--- config.mk ---
export PLATFORM = sky130hd
export DESIGN_NAME = bit_index_sequencer
export DESIGN_NICKNAME = d
export VERILOG_FILES = /design/src/rtl/bit_index_sequencer.sv
export SDC_FILE = /design/constraint.sdc
export NUM_CORES = 1
export LEC_CHECK = 0
export ABC_AREA = 1
export BUFFER_PORTS_ARGS = -buffer_cell sky130_fd_sc_hd__buf_4
export CAP_MARGIN = 25
export CORE_AREA = 4 4 41 43
export CTS_CLUSTER_DIAMETER = 80
export DETAILED_ROUTE_END_ITERATION = 16
export DIE_AREA = 0 0 45 47
export PLACE_DENSITY = 0.73
export SLEW_MARGIN = 25
export SYNTH_ARGS = -nofsm -noshare
export SYNTH_HDL_FRONTEND = slang
export SYNTH_SLANG_ARGS = --single-unit
--- constraint.sdc ---
create_clock -name clk -period 1.5 [get_ports clk]
set_clock_uncertainty 0.15 [all_clocks]
set_input_delay 0.225 -clock clk [delete_from_list [all_inputs] [get_ports clk]]
set_output_delay 0.225 -clock clk [all_outputs]
set_load 0.01 [all_outputs]
--- src/rtl/bit_index_sequencer.sv ---
// Enumerates the set-bit positions of an accepted mask, lowest first, one index per handshake.
// Optional macro BIT_INDEX_SEQ_PREFETCH_EN lets the next mask load on the final handshake with no bubble.
module bit_index_sequencer #(
   parameter int BITS_WIDTH = 4
) (
   input  logic                          clk,
   input  logic                          reset,
   input  logic                          s_valid,
   output logic                          s_ready,
   input  logic [BITS_WIDTH-1:0]         s_bits,
   output logic                          m_valid,
   input  logic                          m_ready,
   output logic [$clog2(BITS_WIDTH)-1:0] m_index,
   output logic                          m_last,
   output logic [$clog2(BITS_WIDTH):0]   m_count,
   output logic                          empty_drop
);

   localparam int IDX_W = $clog2(BITS_WIDTH);
   localparam int CNT_W = IDX_W + 1;
   localparam logic [BITS_WIDTH-1:0] ONE = BITS_WIDTH'(1);

   typedef enum logic {
      IDLE = 1'b0,
      EMIT = 1'b1
   } state_t;

   state_t                state_q, state_d;
   logic [BITS_WIDTH-1:0] remaining_q, remaining_d;
   logic [CNT_W-1:0]      count_q, count_d;
   logic                  drop_q, drop_d;
   logic                  accept;

   function automatic logic [CNT_W-1:0] popcount(input logic [BITS_WIDTH-1:0] v);
      logic [CNT_W-1:0] n;
      n = '0;
      for (int i = 0; i < BITS_WIDTH; i++) begin
         n = n + CNT_W'(v[i]);
      end
      return n;
   endfunction

   // Scanning downward leaves the lowest set position as the final assignment.
   function automatic logic [IDX_W-1:0] lowest_index(input logic [BITS_WIDTH-1:0] v);
      logic [IDX_W-1:0] idx;
      idx = '0;
      for (int i = BITS_WIDTH - 1; i >= 0; i--) begin
         if (v[i]) begin
            idx = IDX_W'(i);
         end
      end
      return idx;
   endfunction

   function automatic logic [BITS_WIDTH-1:0] clear_lowest(input logic [BITS_WIDTH-1:0] v);
      return v & (v - ONE);
   endfunction

   function automatic logic single_bit(input logic [BITS_WIDTH-1:0] v);
      return (v != '0) && (clear_lowest(v) == '0);
   endfunction

   // Index outputs are decoded from the registered remaining mask only.
   assign m_valid    = (state_q == EMIT);
   assign m_index    = lowest_index(remaining_q);
   assign m_last     = single_bit(remaining_q);
   assign m_count    = count_q;
   assign empty_drop = drop_q;

`ifdef BIT_INDEX_SEQ_PREFETCH_EN
   assign s_ready = !reset && ((state_q == IDLE) || ((state_q == EMIT) && m_last && m_ready));
`else
   assign s_ready = !reset && (state_q == IDLE);
`endif

   assign accept = s_valid && s_ready;

   always_comb begin
      state_d     = state_q;
      remaining_d = remaining_q;
      count_d     = count_q;
      drop_d      = 1'b0;
      case (state_q)
         IDLE: begin
            if (accept) begin
               if (s_bits != '0) begin
                  remaining_d = s_bits;
                  count_d     = popcount(s_bits);
                  state_d     = EMIT;
               end else begin
                  drop_d = 1'b1;
               end
            end
         end
         EMIT: begin
            if (m_ready) begin
               remaining_d = clear_lowest(remaining_q);
               if (m_last) begin
                  state_d = IDLE;
`ifdef BIT_INDEX_SEQ_PREFETCH_EN
                  // Final handshake doubles as the load slot for the next mask.
                  if (accept) begin
                     if (s_bits != '0) begin
                        remaining_d = s_bits;
                        count_d     = popcount(s_bits);
                        state_d     = EMIT;
                     end else begin
                        drop_d = 1'b1;
                     end
                  end
`endif
               end
            end
         end
         default: begin
            state_d = IDLE;
         end
      endcase
   end

   always_ff @(posedge clk or posedge reset) begin
      if (reset) begin
         state_q     <= IDLE;
         remaining_q <= '0;
         count_q     <= '0;
         drop_q      <= 1'b0;
      end else begin
         state_q     <= state_d;
         remaining_q <= remaining_d;
         count_q     <= count_d;
         drop_q      <= drop_d;
      end
   end

   // Embedded protocol properties.
   a_hold_on_stall: assert property (@(posedge clk) disable iff (reset)
      (m_valid && !m_ready) |=> (m_valid && $stable(m_index) && $stable(m_last) && $stable(m_count)));

   a_drop_pulse: assert property (@(posedge clk) disable iff (reset)
      (s_valid && s_ready && (s_bits == '0)) |=> (empty_drop && !m_valid));

   a_emit_nonzero: assert property (@(posedge clk) disable iff (reset)
      m_valid |-> (remaining_q != '0));

endmodule

[Yosys cells after proc, flatten, opt, wreduce, memory -nomap -nowiden]
Index checks and enable logic that the tools add are counted.
Storage, ports and cells
  bits in registers: 9
  output and inout port bits: 9
  bits of input ports: 8
  word-level logic and storage cells: 38
Cells by class
  muxes and demuxes: 16
  add/subtract/negate cells: 4
  equal/unequal tests: 3
  bitwise operators: 2
  reduce and logical (&&, ||, !) cells: 9
Operators with widths (number)
  $mux 4: 3
  $mux 2: 4
  $pmux 4 s2: 1
  $reduce_bool 4->1: 2
  $mux 1: 7
  $reduce_and 3->1: 2
  $and 4x4->4: 1
  $logic_not 4->1: 1
  $ne 2x2->1 const B: 2
  $sub 4x1->4 const B: 1
  $add 2x1->3: 1
  $add 3x1->3: 1
  $logic_and 1x1->1: 3
  $add 1x1->2: 1
  $ne 2x1->1 const B: 1
  $pmux 1 s2: 1
  $logic_not 1->1: 1
  $not 1->1: 1

[Logic depth before layout (Yosys ltp)]
  depth after elaboration: 7
  gate-level depth with buffers: 7
  gate-level depth less buffers: 7

[Worst setup path after synthesis]
No wires, ideal clock.
  path kind: in2reg
  start: input port s_bits[0]
  end: register count_q[1] (netlist: m_count[1])
  setup slack: -0.148 ns
  data arrival time: 1.381 ns
  required time: 1.233 ns
  stages: 7
  buffers on the path: 0
  cell sequence: inv_1 > fa_1 > inv_1 > ha_1 > ha_1 > nand3_1 > nand2_1
On the way
  word-level cells in the longest chain between the ends: 3
  elaborated cells on any way between the ends: 5
  classes of those cells: add/sub: 3; reduce/logical: 2
RTL lines
  start, declared: RTL line 10  | input logic [BITS_WIDTH-1:0] s_bits,
  $add 1x1->2: RTL line 38  | n = n + CNT_W'(v[i]);
  $add 2x1->3: RTL line 38
  $add 3x1->3: RTL line 38
  end signal, assigned: RTL line 130  | count_q <= count_d;
  end, declared: RTL line 30  | logic [CNT_W-1:0] count_q, count_d;
Parallel ways exist; a longest one is shown, timed or not.
A chain may end at the register's enable or synchronous reset.

[Worst setup path in the final report]
  start: register remaining_q[2]
  end: output port m_last
On the way
  word-level cells in the longest chain between the ends: 4
  elaborated cells on any way between the ends: 5
  classes of those cells: add/sub: 1; bitwise: 1; reduce/logical: 3
RTL lines
  start, declared: RTL line 29  | logic [BITS_WIDTH-1:0] remaining_q, remaining_d;
  start signal, assigned: RTL line 129  | remaining_q <= remaining_d;
  $sub 4x1->4: RTL line 56  | return v & (v - ONE);
  $and 4x4->4: RTL line 56
  $logic_not 4->1: RTL line 60  | return (v != '0) && (clear_lowest(v) == '0);
  $logic_and 1x1->1 (*): RTL line 60
  end, declared: RTL line 14  | output logic m_last,
Mark *: on every way between the ends. The rest lies on a longest branch, timed or not.

==> results.cfg <==
[final_layout]
layout.cells.non_filler = 129
antenna_cells = 0
synthToLayoutAreaGrowth_pct = 71.0
nets = 127
drive_gt1_share_pct = 54.4
fin_area_sq_um = 961

[die]
die_h_um = 47
io_pins = 17
dieArea_sq_um = 2120
start_util_pct = 43.2
die_w_um = 45
row_count = 13
core_sq_um = 1300

[placement]
dp_cells = 109
gp_congestion = 0.693
dp_worst_setup_slack_ns = -0.271
place_area_sq_um = 743
io_buffers = 16
dp_hpwl_mm = 1.01

[setup_path]
endpoint_kind = output pin
cp.arrival_ns = 1.24
critPathMaxFanout = 5
worstPathCellList = inv_2 -> nand2_2 -> nand2_2 -> nand2_2 -> and2_4 -> buf_6
cpMostUsedCell = nand2_2
critPathKind = register to output pin
crit_slowest_cell = dfrtp_1
startpoint_type = register
slowest_delay_ns = 0.40
r2r_setup_slack_ns = -0.08
cp.required_ns = 1.12

[sta]
max_freq_mhz = 620
fin_ws_ns = -0.112
fin_crit_ns = 1.61
relSlewSlack_pct = 76.5
report.final.slew_viol_count = 0
hold_viol_final = 0
grt_setup_unrepaired = true
fin_crit_sh_pct = 107
finalSetupTns_ns = -0.277
setup_viol_count_final = 4
tightest_slew_ns = 0.352

[synthesis]
syn_inst = 74
synth_edf_count = 0
syn-num-nets = 86
syn_avg_cell_area_sq_um = 7.59
yosysSeqAreaShare_pct = 40.1
synthArstFlopShare_pct = 100
syn_area_sq_um = 562
synthFlopType = dfrtp_1
ys_warn_count = 0
synth-seq-cells = 9
synth_cell_type_count = 12
synth.most_common_cell = nand2_1
yosys.area.top_type_share_pct = 40.1
synth.largest_area_cell = dfrtp_1
synth.area.top_cells = dfrtp_1, nand2_1, inv_1, nand3_1, ha_1
yosys-top-cells-count = nand2_1, inv_1, dfrtp_1

[power]
ir_drop_uv = 960
power_density_nw_per_um2 = 1980
leakage_uw = 0.000525
power_uw = 1900

[clocking]
clkSinkCount = 9
cts_buffers = 3
worstSkewPairLatency_ns = 0.26
cts_root_buffer = clkbuf_4
cts_tree = done
cts.clk_slew.worst_paths_ns = 0.07
h-tree-depth = 1
cts_buffer_depth = 2

[global_route]
grt_pass1_vias = 601
grt_pass1_wl_mm = 2.45
grt_usage_pct = 16.5
grt_max_degree = 10
antenna_found_initial = 0
grt-ovfl-total = 0

[route]
final_antenna_net_count = 0
dr.pass1.iters = 4
drtIter0Drc = 7
drc = 0
num_vias = 598
drt-wirelength-per-cell_um = 12.2
totalWireLength_mm = 1.58
vias_per_cell = 4.64

[status]
outcome = complete, but fails checks
violations = setup timing

[min_path]
holdCritPathClass = input pin to register

[run]
cap_viol_max_count = 0
==> cell type report <==
cell class	instances	area (sq um)
Tap cell	15	18.8
Sequential cell	9	225
Fill cell	111	340
Multi-Input combinational cell	52	342
Clock inverter	1	5.00
Clock buffer	3	22.5
Inverter	13	56.3
Timing Repair Buffer	36	292
==> power breakdown <==
| part | total (uW) | internal, uW | leakage (uW) | switching [uW] |
|---|---|---|---|---|
| sequential | 408 | 336 | 0.000116 | 71.8 |
| clock | 191 | 98.4 | 0.0000177 | 92.2 |
| combinational | 1300 | 744 | 0.000391 | 561 |
==> through the flow <==
stage	hold slack [ns]	util [%]
floorplan	-0.0971	-
global placement	0.0956	57.1
detailed placement	0.0969	57.1
CTS	0.0914	67.2
global route	0.124	73.8
finish	0.102	73.8
==> cells by family after synthesis <==
group | Yosys count | share of synthesized area, %
compound gates | 6 | 5.34
flops | 9 | 40.1
fa+ha+maj | 4 | 10.2
buf+inv | 13 | 8.69
simple gates | 42 | 35.6
==> per-layer routing <==
layer / wire, um / GRT usage [%] / up-vias / share of wire (%)
met5: 0 / 0 / - / 0
met4: 19 / 7.02 / 0 / 1.2
met3: 58 / 4.60 / 2 / 3.7
met2: 879 / 29.9 / 19 / 56
met1: 622 / 17.9 / 271 / 39
li1: - / - / 306 / -
==> critical path, delay by kind of cell, from the launching register on <==
kind	cells	cell delay [ns]
simple gates	4	0.35
buf+inv	2	0.22
flops	1	0.40
==> path summary, 6_finish.rpt <==
check / startpoint / end / cells past startpoint
worst min-delay path: m_ready / m_valid / 4
worst max register to register: remaining_q[2] / m_valid / 11
worst min register to register: m_count[2] / m_count[2] / 2
min in group asynchronous: reset / remaining_q[3] / 3
worst max-delay path: remaining_q[2] / m_last / 6
max in group asynchronous: reset / m_count[1] / 3
==> state kept, by name, indices dropped and copies added (netlist names) <==
signal,flops
empty_drop,1
m_count,3
m_valid,1
remaining_q,4
==> what timing repair did <==
item,in CTS,in global routing
hold endpoints to repair,9,0
hold buffers,1,0
setup endpoints to repair,1,7
setup buffers,11,5
pin swaps,4,8
gates resized for setup,6,16
==> layout by cell type, fill, tap and decap left out, drive strengths merged, types with 3 or more instances in the layout <==
| cell type | instances |
|---|---|
| nand2 | 28 |
| nor2 | 4 |
| ha | 3 |
| nand3 | 8 |
| clkbuf | 3 |
| dfrtp | 9 |
| buf | 35 |
| o21ai | 5 |
| inv | 13 |
(Power assumes the default switching activity.)
